## config.mk

```make
export PLATFORM = sky130hd
export DESIGN_NAME = shift_seq_ctrl
export DESIGN_NICKNAME = d
export VERILOG_FILES = /design/src/rtl/shift_seq_pkg.sv /design/src/rtl/shift_seq_gap_cnt.sv /design/src/rtl/shift_seq_ctrl.sv
export SDC_FILE = /design/constraint.sdc
export NUM_CORES = 1
export LEC_CHECK = 0
export BUFFER_PORTS_ARGS = -buffer_cell sky130_fd_sc_hd__clkbuf_2
export CAP_MARGIN = 5
export CORE_MARGIN = 2
export CORE_UTILIZATION = 53
export DETAILED_ROUTE_END_ITERATION = 7
export PLACE_DENSITY = 0.81
export SYNTH_ARGS = -nofsm -noshare
export SYNTH_HDL_FRONTEND = slang
export SYNTH_SLANG_ARGS = --single-unit
```

## constraint.sdc

```tcl
create_clock -name clock -period 1.9 [get_ports clock]
set_input_delay 0.095 -clock clock [delete_from_list [all_inputs] [get_ports clock]]
set_output_delay 0.095 -clock clock [all_outputs]
set_load 0.02 [all_outputs]
```

## src/rtl/shift_seq_pkg.sv

```systemverilog
// Shared state encoding and sizing helper for the shift sequencing controller.
package shift_seq_pkg;

    typedef enum logic [1:0] {
        ST_IDLE,
        ST_SHIFT,
        ST_DONE,
        ST_GAP
    } state_e;

    // Bits needed to hold any value 0..n.
    function automatic int cnt_width(input int n);
        return (n < 1) ? 1 : $clog2(n + 1);
    endfunction

endpackage

```

## src/rtl/shift_seq_gap_cnt.sv

```systemverilog
// Idle-gap down-counter; zero marks the final gap cycle.
module shift_seq_gap_cnt
    import shift_seq_pkg::*;
#(
    parameter int GAP = 1
) (
    input  logic clock,
    input  logic clear,
    input  logic load,
    input  logic dec,
    output logic zero
);

    localparam int GW = cnt_width(GAP);

    logic [GW-1:0] cnt_q, cnt_d;

    // Loaded with GAP-1 so that zero is already high during the last gap cycle.
    always_comb begin
        cnt_d = cnt_q;
        if (load) begin
            cnt_d = GW'(GAP - 1);
        end else if (dec && (cnt_q != '0)) begin
            cnt_d = cnt_q - GW'(1);
        end
    end

    always_ff @(posedge clock or posedge clear) begin
        if (clear) begin
            cnt_q <= '0;
        end else begin
            cnt_q <= cnt_d;
        end
    end

    assign zero = (cnt_q == '0);

endmodule

```

## src/rtl/shift_seq_ctrl.sv

```systemverilog
// Serializes a parallel word MSB first into a downstream shift register, pulses done, then idles GAP cycles.
// Optional macro SHIFT_SEQ_CTRL_PARITY_EN appends an even-parity bit after in_data[0].
module shift_seq_ctrl
    import shift_seq_pkg::*;
#(
    parameter int WIDTH = 4,
    parameter int GAP   = 1
) (
    input  logic             clock,
    input  logic             clear,
    input  logic             in_valid,
    input  logic [WIDTH-1:0] in_data,
    output logic             in_ready,
    input  logic             abort,
    output logic             ser_out,
    output logic             shift_en,
    output logic             busy,
    output logic             done,
    output logic             aborted
);

`ifdef SHIFT_SEQ_CTRL_PARITY_EN
    localparam int NBITS = WIDTH + 1;
`else
    localparam int NBITS = WIDTH;
`endif
    localparam int CW = cnt_width(NBITS);
    localparam logic [CW-1:0] LAST = CW'(NBITS - 1);

    state_e           state_q, state_d;
    logic [CW-1:0]    cnt_q, cnt_d;
    logic [WIDTH-1:0] hold_q, hold_d;
    logic             in_ready_q, in_ready_d;
    logic             ser_out_q, ser_out_d;
    logic             shift_en_q, shift_en_d;
    logic             busy_q, busy_d;
    logic             done_q, done_d;
    logic             aborted_q, aborted_d;
    logic             gap_load, gap_dec, gap_zero;

    // Serial bit for position idx of the outgoing stream (MSB first, parity last).
    function automatic logic bit_at(input logic [WIDTH-1:0] w, input logic [CW-1:0] idx);
        logic [WIDTH-1:0] sh;
`ifdef SHIFT_SEQ_CTRL_PARITY_EN
        if (idx == CW'(WIDTH)) return ^w;
`endif
        sh = w << idx;
        return sh[WIDTH-1];
    endfunction

    generate
        if (GAP > 0) begin : g_gap
            shift_seq_gap_cnt #(.GAP(GAP)) u_gap_cnt (
                .clock (clock),
                .clear (clear),
                .load  (gap_load),
                .dec   (gap_dec),
                .zero  (gap_zero)
            );
        end else begin : g_no_gap
            logic gap_unused;
            assign gap_unused = gap_load | gap_dec;
            assign gap_zero   = 1'b1;
        end
    endgenerate

    // Outputs are computed for the next cycle so every port comes straight from a flop.
    always_comb begin
        state_d    = state_q;
        cnt_d      = cnt_q;
        hold_d     = hold_q;
        in_ready_d = 1'b0;
        ser_out_d  = 1'b0;
        shift_en_d = 1'b0;
        done_d     = 1'b0;
        aborted_d  = 1'b0;
        gap_load   = 1'b0;
        gap_dec    = 1'b0;
        case (state_q)
            ST_IDLE: begin
                if (in_valid && in_ready_q) begin
                    state_d    = ST_SHIFT;
                    hold_d     = in_data;
                    cnt_d      = '0;
                    shift_en_d = 1'b1;
                    ser_out_d  = bit_at(in_data, '0);
                end else begin
                    in_ready_d = 1'b1;
                end
            end
            ST_SHIFT: begin
                if (abort) begin
                    state_d   = ST_IDLE;
                    aborted_d = 1'b1;
                end else if (cnt_q == LAST) begin
                    state_d = ST_DONE;
                    done_d  = 1'b1;
                end else begin
                    cnt_d      = cnt_q + CW'(1);
                    shift_en_d = 1'b1;
                    ser_out_d  = bit_at(hold_q, cnt_q + CW'(1));
                end
            end
            ST_DONE: begin
                if (GAP > 0) begin
                    state_d  = ST_GAP;
                    gap_load = 1'b1;
                end else begin
                    state_d    = ST_IDLE;
                    in_ready_d = 1'b1;
                end
            end
            ST_GAP: begin
                if (gap_zero) begin
                    state_d    = ST_IDLE;
                    in_ready_d = 1'b1;
                end else begin
                    gap_dec = 1'b1;
                end
            end
            default: state_d = ST_IDLE;
        endcase
        busy_d = (state_d != ST_IDLE);
    end

    always_ff @(posedge clock or posedge clear) begin
        if (clear) begin
            state_q    <= ST_IDLE;
            cnt_q      <= '0;
            hold_q     <= '0;
            in_ready_q <= 1'b0;
            ser_out_q  <= 1'b0;
            shift_en_q <= 1'b0;
            busy_q     <= 1'b0;
            done_q     <= 1'b0;
            aborted_q  <= 1'b0;
        end else begin
            state_q    <= state_d;
            cnt_q      <= cnt_d;
            hold_q     <= hold_d;
            in_ready_q <= in_ready_d;
            ser_out_q  <= ser_out_d;
            shift_en_q <= shift_en_d;
            busy_q     <= busy_d;
            done_q     <= done_d;
            aborted_q  <= aborted_d;
        end
    end

    assign in_ready = in_ready_q;
    assign ser_out  = ser_out_q;
    assign shift_en = shift_en_q;
    assign busy     = busy_q;
    assign done     = done_q;
    assign aborted  = aborted_q;

endmodule

```

==> summary.md <==
| Metric | Value |
|---|---|
| Status | `finished clean` |
| Placer congestion estimate | `between 0.8 and 0.9` |
| Cell variety after synth | `26` |
| Post-Syn Instances | `70` |
| Endpoint class of the critical path | `flip-flop` |
| DP Wirelength | `around 1200 um` |
| Iter 0 DRT Violations | `9` |
| Wire length per cell | `14.37 um` |
| Max IR drop VDD | `0.6448 mV` |
| Layout cells sized above 1 | `40.23%` |
| Syn-to-layout area delta | `17.66%` |
| Post-synth top area cell | `dfrtp_1` |
| Power per cell area | `roughly 1300 nW/um^2` |
| Bufs and invs on worst path | `0` |
| Worst reg2reg path startpoint | `cnt_q[0]$_DFFE_PP0P_` |
| Die Y | `between 40 and 50 um` |
| Crit-path cells | `ha_2 -> ha_1 -> and2_4 -> or3_4 -> o311ai_4` |
| Post-synth EDFFs | `0` |
| ANT nets after route | `0` |
| Post-Syn Area | `835.8 um^2` |
| Crit path kind | `flip-flop to flip-flop` |
| CP Launch Point | `cnt_q[0]$_DFFE_PP0P_` |
| First-pass detailed-route iteration total | `3` |
| CTS sink cnt | `16` |
| CTS max path bufs | `2` |
| Initial Utilization | `a little under three fifths` |
| Core Box Area | `roughly 1500 um^2` |
| Final min period | `around 1.8 ns` |
| Largest stage delay on the critical path | `approximately 0.44 ns` |
| Slew Limit Headroom | `between 60% and 70%` |
| FMAX | `556.2 MHz` |
| Final design utilization | `between 60% and 70%` |
| WP depth | `5` |
| Period utilization | `between 90 and 100%` |
| H-tree levels | `1` |
| Commonest non-fill, non-tap cell in the layout | `dfrtp_1` |
| Post-Route WL | `between 1000 and 1500 um` |
| Final setup fails | `0` |
| Vias post-DR | `~580` |
| Largest net degree at the start of global routing | `17` |
| Clk_skew | `approximately 0.0079 ns` |
| Ys Warns | `0` |
| Cell at the slowest stage of the critical path | `dfrtp_1` |
| Post-Syn Nets | `85` |
| CP Max Fanout | `4` |
| Max-capacitance violation count | `0` |
| Reg-to-reg setup timing slack | `about 0.10 ns` |
| Hold Path Class | `input pin to flip-flop` |
| RSZ-0062 raised after global routing | `no` |
| First-pass GRT wire length | `2559 um` |
| Worst-Margin Slew | `approximately 0.59 ns` |
| Crit path to | `cnt_q[2]$_DFFE_PP0P_` |
| CP arrival | `~2 ns` |
| Vias/cell | `5.670` |
| Worst path required time | `around 2.1 ns` |
| Static Leak | `about 0.5 nW` |
| Syn Area/Cell | `11.94 um^2` |
| Top Ports | `14` |
| R2R depth | `5` |
| FF+latch count, synth | `16` |
| Setup TNS Final | `0 ns` |
| Total gr overflow | `0` |
| Async SR Flop Fraction | `100.0%` |
| Reg2reg end | `cnt_q[2]$_DFFE_PP0P_` |
| Final hold vios | `0` |
| Initial antenna violation count | `0` |
| Nets@finish | `around 100` |
| Clock Latency Late Sink | `between 0.2 and 0.3 ns` |
| Die Footprint | `between 1500 and 2000 um^2` |
| Diodes inserted | `0` |
| CTS tree | `yes` |
| Number of buffers created by CTS | `3` |
| DRC | `0` |
| Final slew viol count | `0` |
| Root Buffer | `clkbuf_4` |
| Sequential share of the synthesized area | `a little under half` |
| Port bufs | `13` |
| Top_reg_cell synth | `dfrtp_1` |
| Total GRT Usage | `a little under a fifth` |
| Critical path's top delay family | `simple AND/OR/NAND/NOR gates` |
| Vias in the first global route | `586` |
| Commonest non-fill, non-tap cells in the layout | `dfrtp_1 (16), clkbuf_2 (13), inv_1 (6), ha_1 (6)` |
| Clock transition at path regs | `~0.090 ns` |
| Crit start category | `flip-flop` |
| Synth top area cells | `dfrtp_1 (48%), ha_1 (10%), mux2_2 (5.4%), o311ai_2 (3.9%), inv_1 (2.7%)` |
| Top-area cell type share of the netlist area | `47.90%` |
| Cell Rows | `14` |
| Chip width | `43.71 um` |
-- how the worst min path moves through the flow --
stage	slack, ns	cells after the start	startpoint	end
2_1_floorplan	0.009	1	clear	aborted$_DFF_PP0_
6_report	0.04	2	in_data[0]	hold_q[0]$_DFFE_PP0P_
3_5_place_dp	0.18	2	clear	hold_q[1]$_DFFE_PP0P_
3_3_place_gp	0.17	2	clear	busy$_DFF_PP0_
4_1_cts	0.04	2	in_data[0]	hold_q[0]$_DFFE_PP0P_
5_1_grt	0.04	2	in_data[0]	hold_q[0]$_DFFE_PP0P_
-- per-stage QoR --
| stage | hold slack (ns) | worst slack [ns] | cells | power (W) | area [um^2] |
|---|---|---|---|---|---|
| 3_5_place_dp | 0.1755 | 0.04877 | 98 | 0.001081 | 915.9 |
| 5_1_grt | 0.03705 | 0.02442 | 103 | 0.001385 | 983.4 |
| 4_1_cts | 0.03841 | 0.009472 | 102 | 0.001254 | 948.4 |
| 3_3_place_gp | 0.1719 | 0.1406 | 98 | 0.001048 | 915.9 |
| 2_1_floorplan | 0.008739 | 0.1828 | 70 | 0.0009398 | 835.8 |
| 6_report | 0.04121 | 0.1020 | 103 | 0.001285 | 983.4 |
-- flip-flops by register name, summed over array words and instances (netlist names) --
register	count
in_ready	1
done	1
aborted	1
shift_en	1
ser_out	1
g_gap.u_gap_cnt.cnt_q	1
state_q	2
hold_q	4
busy	1
cnt_q	3
-- cells in the mapped netlist (2+ instances only) --
| master | count |
|---|---|
| a21oi_1 | 3 |
| and2_1 | 3 |
| dfrtp_1 | 16 |
| ha_1 | 7 |
| inv_1 | 6 |
| mux2_2 | 4 |
| nand2_1 | 4 |
| nor2_1 | 3 |
| o21ai_0 | 3 |
| o311ai_2 | 2 |
| o31ai_1 | 3 |
| or2_2 | 2 |
-- timing repair --
item                                    in CTS  in global routing
hold buffers                                 1                  0
setup buffers                                0                  1
endpoints found under the setup margin       0                  3
hold endpoints to repair                    16                  0
gates resized for setup                      0                  5
-- per-layer routing --
metal  up-vias  routed length [um]  track usage (%)
met4         0                  42            9.697
met5         -                   0                0
li1        287                   -                -
met1       279                 655            23.91
met3         6                  42            3.750
met2        12                 739            30.29
-- kinds of logic (layout without fill, tap and decap cells) --
kind of cell | count (synthesis) | count (layout) | share of synthesized area (%)
buffers and inverters | 7 | 24 | 3.293
AND/OR/NAND/NOR | 19 | 19 | 13.32
flip-flops | 16 | 16 | 47.90
AO/OA/AOI/OAI | 16 | 16 | 16.92
multiplexers | 5 | 5 | 8.083
adder cells (fa/ha/maj) | 7 | 7 | 10.48
-- where the power goes --
part           internal [W]  leakage, nW  switching (W)
Sequential         0.000454        0.207      0.0000748
Combinational      0.000278        0.286       0.000308
Clock             0.0000734       0.0138      0.0000970
-- area by class of cell --
type	instances	area (um^2)
multi-input cells	47	435.4
inverters	6	22.52
well taps	16	20.02
clock buffers	3	22.52
flip-flops and latches	16	400.4
fillers	114	505.5
repair buffers	15	82.58
No activity file was read; power rests on OpenSTA's default activity.
